[src/rtl/xor_fold_stream_if.sv]
// Stream bundle for xor_fold_stream: input beats, flush, folded output and the fold counter.
// O_parity exists only when XOR_FOLD_STREAM_PARITY_EN is defined.
interface xor_fold_stream_if #(
  parameter int unsigned WIDTH = 8,
  parameter int unsigned COUNT = 8
);
  localparam int unsigned CntW = $clog2(COUNT);

  logic [WIDTH-1:0] I;
  logic             I_valid;
  logic             I_ready;
  logic             FLUSH;
  logic [WIDTH-1:0] O;
  logic             O_valid;
  logic             O_ready;
  logic [CntW-1:0]  CNT;
`ifdef XOR_FOLD_STREAM_PARITY_EN
  logic             O_parity;
`endif

  // Source/sink side
  modport master (
`ifdef XOR_FOLD_STREAM_PARITY_EN
    input  O_parity,
`endif
    output I, I_valid, FLUSH, O_ready,
    input  I_ready, O, O_valid, CNT
  );

  // Folding block side
  modport slave (
`ifdef XOR_FOLD_STREAM_PARITY_EN
    output O_parity,
`endif
    input  I, I_valid, FLUSH, O_ready,
    output I_ready, O, O_valid, CNT
  );
endinterface

[src/rtl/xor_fold_stream.sv]
// XOR-folds every COUNT accepted words into one registered result with a one-deep output stage.
// Define XOR_FOLD_STREAM_PARITY_EN to add a registered O_parity alongside O.
module xor_fold_stream #(
  parameter int unsigned WIDTH = 8,
  parameter int unsigned COUNT = 8
) (
  input  logic               CLK,
  input  logic               ASYNCRESETN,
  xor_fold_stream_if.slave   bus
);
  localparam int unsigned CntW = $clog2(COUNT);
  localparam logic [CntW-1:0] CntLast = CntW'(COUNT - 1);

  typedef enum logic [0:0] {StIdle, StAccum} state_e;

  state_e           state_q;
  logic [CntW-1:0]  cnt_q;
  logic [WIDTH-1:0] acc_q;
  logic [WIDTH-1:0] o_q;
  logic             o_valid_q;

  logic             last_beat;
  logic             i_ready;
  logic             accept;
  logic [WIDTH-1:0] fold_d;

  always_comb begin
    last_beat = (state_q == StAccum) && (cnt_q == CntLast);
    // Stall only when the final beat would overwrite a result the sink has not taken
    i_ready   = !bus.FLUSH && !(last_beat && o_valid_q && !bus.O_ready);
    accept    = bus.I_valid && i_ready;
    fold_d    = acc_q ^ bus.I;
  end

  always_ff @(posedge CLK or negedge ASYNCRESETN) begin
    if (!ASYNCRESETN) begin
      state_q   <= StIdle;
      cnt_q     <= '0;
      acc_q     <= '0;
      o_q       <= '0;
      o_valid_q <= 1'b0;
    end else begin
      if (bus.FLUSH) begin
        state_q <= StIdle;
        cnt_q   <= '0;
        acc_q   <= '0;
      end else if (accept) begin
        unique case (state_q)
          StIdle: begin
            acc_q   <= bus.I;
            cnt_q   <= CntW'(1);
            state_q <= StAccum;
          end
          StAccum: begin
            if (cnt_q == CntLast) begin
              acc_q   <= '0;
              cnt_q   <= '0;
              state_q <= StIdle;
            end else begin
              acc_q <= fold_d;
              cnt_q <= cnt_q + CntW'(1);
            end
          end
          default: state_q <= StIdle;
        endcase
      end

      if (accept && last_beat) begin
        o_q       <= fold_d;
        o_valid_q <= 1'b1;
      end else if (bus.O_ready) begin
        o_valid_q <= 1'b0;
      end
    end
  end

`ifdef XOR_FOLD_STREAM_PARITY_EN
  logic o_parity_q;

  always_ff @(posedge CLK or negedge ASYNCRESETN) begin
    if (!ASYNCRESETN) begin
      o_parity_q <= 1'b0;
    end else if (accept && last_beat) begin
      o_parity_q <= ^fold_d;
    end
  end

  assign bus.O_parity = o_parity_q;
`endif

  assign bus.I_ready = i_ready;
  assign bus.O       = o_q;
  assign bus.O_valid = o_valid_q;
  assign bus.CNT     = cnt_q;
endmodule

[src/flat_wrapper.sv]
// flat-port wrapper written by rule: the top's interface ports become plain ports
module xor_fold_stream_flat 
#(
  parameter int unsigned WIDTH = 8,
  parameter int unsigned COUNT = 8
)
  (CLK, ASYNCRESETN, bus_I, bus_I_valid, bus_FLUSH, bus_O_ready, bus_I_ready, bus_O, bus_O_valid, bus_CNT);
  xor_fold_stream_if #(.WIDTH(WIDTH), .COUNT(COUNT)) bus_i ();
  input  logic CLK;
  input  logic ASYNCRESETN;
  input wire logic [$bits(bus_i.I)-1:0] bus_I;
  input wire logic [$bits(bus_i.I_valid)-1:0] bus_I_valid;
  input wire logic [$bits(bus_i.FLUSH)-1:0] bus_FLUSH;
  input wire logic [$bits(bus_i.O_ready)-1:0] bus_O_ready;
  output wire logic [$bits(bus_i.I_ready)-1:0] bus_I_ready;
  output wire logic [$bits(bus_i.O)-1:0] bus_O;
  output wire logic [$bits(bus_i.O_valid)-1:0] bus_O_valid;
  output wire logic [$bits(bus_i.CNT)-1:0] bus_CNT;
  assign bus_i.I = bus_I;
  assign bus_i.I_valid = bus_I_valid;
  assign bus_i.FLUSH = bus_FLUSH;
  assign bus_i.O_ready = bus_O_ready;
  assign bus_I_ready = bus_i.I_ready;
  assign bus_O = bus_i.O;
  assign bus_O_valid = bus_i.O_valid;
  assign bus_CNT = bus_i.CNT;
  xor_fold_stream #(.WIDTH(WIDTH), .COUNT(COUNT)) u_core (.CLK(CLK), .ASYNCRESETN(ASYNCRESETN), .bus(bus_i));
endmodule
[config.mk]
export PLATFORM = sky130hd
export DESIGN_NAME = xor_fold_stream_flat
export DESIGN_NICKNAME = d
export VERILOG_FILES = /design/src/rtl/xor_fold_stream_if.sv /design/src/rtl/xor_fold_stream.sv /design/src/flat_wrapper.sv
export SDC_FILE = /design/constraint.sdc
export NUM_CORES = 1
export LEC_CHECK = 0
export CAP_MARGIN = 15
export CORE_MARGIN = 2
export CORE_UTILIZATION = 31
export CTS_CLUSTER_SIZE = 20
export DETAILED_ROUTE_END_ITERATION = 10
export GPL_ROUTABILITY_DRIVEN = 1
export GPL_TIMING_DRIVEN = 0
export SYNTH_ARGS = -nofsm -noshare
export SYNTH_HDL_FRONTEND = slang
export SYNTH_SLANG_ARGS = --single-unit
[constraint.sdc]
create_clock -name CLK -period 5.4 [get_ports CLK]
set_clock_uncertainty 0.2 [all_clocks]
set_input_delay 0.54 -clock CLK [delete_from_list [all_inputs] [get_ports CLK]]
set_output_delay 0.54 -clock CLK [all_outputs]
set_load 0.01 [all_outputs]
# Word level (Yosys, flattened, before mapping)
# Cells that the tools add are included.
# Widths: inputs -> output; s select.
[word_totals]
mem_count = 0
output_inout_bits = 13
register_bits = 21
word_cells = 34
latchBits = 0
ramBits = 0
inputBits = 13
mem_bits_ro = 0
[classes]
mul = 0
order_cmp = 0
muxes = 14
add_sub_neg = 1
reduce_logical = 11
shifts = 0
n_eq_ne = 1
div_mod_pow = 0
bitwise_logic = 2
[ops]
columns = ["op", "n"]
rows = [
  ["$mux 8", 3],
  ["$pmux 8 s2", 1],
  ["$mux 3", 3],
  ["$xor 8x8->8", 1],
  ["$logic_and 1x1->1", 6],
  ["$pmux 3 s2", 1],
  ["$mux 1", 5],
  ["$reduce_bool 2->1", 2],
  ["$add 3x1->3 const B", 1],
  ["$eq 3x3->1 const B", 1],
  ["$logic_not 1->1", 3],
  ["$pmux 1 s2", 1],
  ["$not 1->1", 1],
]

# Logic depth before layout (Yosys ltp)
[logic_depth]
depth_word = 9
mapped_depth = 6
ltp_nobuf = 5

# Least setup slack after synthesis
# No wires, ideal clock.
[synth_timing]
path_type = "register to output"
start = "reg u_core.cnt_q[0], in the netlist u_core.bus.CNT[0]"
end = "out bus_I_ready"
arrival_time_ns = 1.366
n_path_buf = 1
setup_slack_ns = 3.294
required_ns = 4.660
stages_incl_launch_ff = 6
path_cell_list = "dfrtp_1 > ha_1 > ha_1 > buf_6 > and4b_1 > nor2_1"
[synth_via]
elab_chain_cells = 6
[synth_lines]
columns = ["element", "line", "rtl"]
rows = [
  ["start, declared", "xor_fold_stream.sv:17", "logic [CntW-1:0] cnt_q;"],
  ["start signal, assigned", "xor_fold_stream.sv:51", "cnt_q <= CntW'(1);"],
  ["start signal, assigned", "xor_fold_stream.sv:61", "cnt_q <= cnt_q + CntW'(1);"],
  ["$eq 3x3->1", "xor_fold_stream.sv:28", "last_beat = (state_q == StAccum) && (cnt_q == CntLast);"],
  ["$logic_and 1x1->1", "xor_fold_stream.sv:28", ""],
  ["$logic_and 1x1->1 (2 in series)", "xor_fold_stream.sv:30", "i_ready = !bus.FLUSH && !(last_beat && o_valid_q && !bus.O_ready);"],
  ["$logic_not 1->1", "xor_fold_stream.sv:30", ""],
  ["$logic_and 1x1->1", "xor_fold_stream.sv:30", ""],
  ["end, declared", "flat_wrapper.sv:15", "output wire logic [$bits(bus_i.I_ready)-1:0] bus_I_ready;"],
]
# Every way passes these cells.

# Worst setup path after layout
# Same ends and word-level chain as after synthesis.

==> results.md <==
- After clock tree synthesis, the flow added hold-fix buffers numbering 0.
- The final route contains 927 vias.
- The number of setup buffers added after CTS is 0.
- In this run the tool buffered the top-level ports with 25 buffer cells.
- The final net count is 150.
- The leading area contributor after synthesis is dfrtp_1.
- The most used flip-flop cell after synthesis is dfrtp_1.
- The global-route congestion overflow total is 0.
- The floorplan step defined a die boundary enclosing 0.00445 mm2.
- The register bit count reported by yosys is 21.
- Counting instances, the worst hold path has a depth of 1.
- In this run the power spent charging and discharging nets is 82.9 uW.
- In this run the cell area of the synthesized design comes to 0.00122 mm2.
- At the worst endpoint, the arrival time is 2.16 ns.
- The distinct cell type count after synthesis is 36.
- Of the available clock period, the critical path in the final layout requires 0.537.
- In this run the tightest slew margin relative to its limit is 0.365.
- STA classifies the critical path startpoint as a register.
- The max-slew violation total from the final report came to 0.
- The total count of hold-check failures in the final report is 0.
- The clock net in this run drives a total of 21 sinks.
- The top-area cell type share of the netlist area is 0.431.
- The final estimated routing congestion in global placement is 0.702.
- The power density of the placed cells is 205 mW/mm2.
- The largest fanout on the critical path is 10.
- The upper clock frequency limit is 0.345 GHz.
- The number of cells on the critical path is 6.
- The largest individual stage delay along the critical path comes from the cell clkdlybuf4s50_1.
- Wires add up to 2.63 mm.
- The flow ran to the end, and the final reports show no timing, DRC or antenna violations.
- Hold timing on the final database bottoms out at a slack of 0.310 ns.
- Clock-pin slew was measured on the worst setup and hold paths at 0.08 ns.
- Of the total power, the share spent switching nets is 0.257.
- The critical path in this run is classified as register to output port.
- The number of antenna diodes in the final layout is 0.
- After synthesis, the cell types taking the most area are dfrtp_1, mux2_2, xor2_1, nor2b_1, nand4b_4.
- The initialized floorplan defines 22 standard-cell rows.
- The post-detailed-route count of antenna-violating nets is 0.
- In the final routed layout, each cell accounts on average for 14.5 um.
- For the pin with the worst max-slew slack, the measured transition is 0.949 ns.
- The first global-routing pass estimated 4.36 mm of wire.
- For this run, the detailed router's first-pass iteration total came to 4.
- The leakage power is 0.000749 uW.
- The number of nets in the synthesized netlist is 120.
- The number of global-route vias before repair is 921.
- The critical path contains buffers and inverters numbering 2 combined.
- The worst reg2reg path depth is 6.
- The number of buffers inserted during clock tree synthesis is 3.
- The internal portion of total power is 240 uW.
- After synthesis, the most frequently instantiated cells are dfrtp_1, mux2_2, nor2b_1, xor2_1, o21ai_0.
- The area added between synthesis and finish is 29.3%.
- In the routed design, unresolved DRC markers number 0.
- The root buffer cell is clkbuf_8.
- The CTS tree is done.
- The synthesized design contains 0 enable-type register cells.
- Across the VDD grid, the largest voltage drop is 93.3 uV.
- The post-CTS resize count is 0.
- For this run, the register share of the synthesized area comes to 0.431.
- The number of top-level pins is 26.
- The HPWL reported at the end of detailed placement is 1.84 mm.
- The most common cell in the synthesized netlist is dfrtp_1.
- The die is 66.7 um wide.
- For this run, asynchronously set or reset flops after synthesis account for 1.00.
- The initial antenna violation count is 0.
- The via-per-instance ratio is 5.09.
- The starting DRC count in detailed routing is 59.
- The largest net degree at the start of global routing is 22.
- The largest single stage delay on the critical path is 0.53 ns.
- Setup repair after global routing left no endpoint under its margin.
- The initial core utilization is 0.328.
- The worst path needs 2.90 ns of the cycle, external delays included.
- The worst hold path belongs to the class register to register.
- The vertical die dimension is 66.7 um.
- Adding up every negative setup slack in the final design gives 0 ns.
- The cell count after synthesis came out at 105.
- At the end of the flow the core is filled with cells to 0.424.
- The source-to-sink clock delay at the later pin of the worst-skew pair is 0.26 ns.
- The maximum count of clock buffers along a single path is 2.
- Setup violations remaining at the end of the flow were counted as 0.
- Across the run, the number of max-cap violations was 0.
- Across every metal layer, demand over resource in global routing totals 0.133.
- Walking the worst path, the cells encountered are ha_1 -> ha_1 -> buf_6 -> and4b_1 -> nor2_1 -> clkdlybuf4s50_1.
- The average instance in the mapped netlist occupies 11.6 um2.
- Of the total power, the clock network draws 0.324.
- During synthesis, Yosys emitted a total of 0 warnings.
- The H-tree depth reported by CTS is 1.
- After layout, the design draws a total of 322 uW.
- The family of cells with the greatest summed delay on the critical path is buffers and inverters.
- STA classifies the critical path endpoint as an output port.
- The most common cell type on the critical path is ha_1.
- STA puts the critical path data required time at 4.66 ns.
- The core box area is 0.00372 mm2.
- The share of total power dissipated in sequential elements is 0.527.
- The share of final-layout standard cells stronger than drive strength 1 is 0.172.
- The power share of the combinational group is 0.149.
cell usage in the layout (no fill, tap or decap), types with 2 or more instances in the layout:
cell type,instances
mux2i_1,2
o2bb2ai_1,5
clkdlybuf4s50_1,25
mux2_2,8
o22ai_1,2
nand2b_1,2
inv_1,3
o21ai_0,6
dfrtp_1,21
a41oi_1,2
xor2_1,8
and2b_1,3
nor2_1,2
a22oi_1,4
a211oi_1,2
nand2_1,2
nand4b_4,2
nor2b_1,8
ha_1,2
clkbuf_8,3
and3b_1,4
worst register-to-register path: cells and delay by family (launching register included):
kind                     cells  cell delay, ns
adder cells (fa/ha/maj)      2            0.42
flip-flops                   1            0.41
AND/OR/NAND/NOR              2            0.38
multiplexers                 1            0.37
buffers and inverters        1            0.18
per-stage QoR:
stage	std cells	cell area [um2]	setup WS (ns)
global route	182	1580	2.42
finish	182	1580	2.50
floorplan	105	1220	3.29
global placement	178	1530	2.76
detailed placement	178	1530	2.77
CTS	182	1580	2.49
metal layers:
layer	up-vias	GRT usage	routed length (um)
met5	-	0	0
met4	0	0.0689	55
met3	4	0.0253	112
met2	20	0.215	1250
met1	458	0.168	1220
li1	445	-	-
power by group through the flow:
stage | combinational [uW] | clock, uW | sequential (uW)
finish | 48.0 | 105 | 170
global route | 53.8 | 111 | 171
CTS | 48.7 | 108 | 170
detailed placement | 48.5 | 0 | 173
global placement | 47.4 | 0 | 172
floorplan | 25.2 | 0 | 172
cell families after synthesis:
logic type / Yosys count / share of synthesized area
AND/OR/NAND/NOR: 29 / 0.197
AO/OA/AOI/OAI: 28 / 0.170
flip-flops: 21 / 0.431
multiplexers: 10 / 0.0904
XOR/XNOR: 8 / 0.0575
buffers and inverters: 7 / 0.0328
adder cells (fa/ha/maj): 2 / 0.0205
worst paths after layout:
kind | start | end | slack, ns
worst min-delay path | u_core.bus.O[0] | u_core.bus.O[0] | 0.31
worst max register to register | u_core.bus.CNT[0] | u_core.bus.O[2] | 3.35
min in group asynchronous | ASYNCRESETN | u_core.acc_q[1] | 0.60
worst max-delay path | u_core.bus.CNT[0] | bus_I_ready | 2.50
max in group asynchronous | ASYNCRESETN | u_core.bus.O_valid | 3.82
worst min register to register | u_core.bus.O[0] | u_core.bus.O[0] | 0.31
sequential cells by signal (all words and copies together) (netlist names):
signal / count
u_core.bus.O: 8
u_core.bus.O_valid: 1
u_core.acc_q: 8
u_core.state_q: 1
u_core.bus.CNT: 3
layout make-up:
cell class / instances / area [um2]
Tap cell: 48 / 60.1
Timing Repair Buffer: 25 / 250
Multi-Input combinational cell: 77 / 653
Sequential cell: 21 / 526
Clock buffer: 3 / 41.3
Fill cell: 385 / 2140
Inverter: 3 / 11.3
Clock inverter: 1 / 5.00
Buffer: 4 / 28.8
Power figures use the tool's default switching activity.
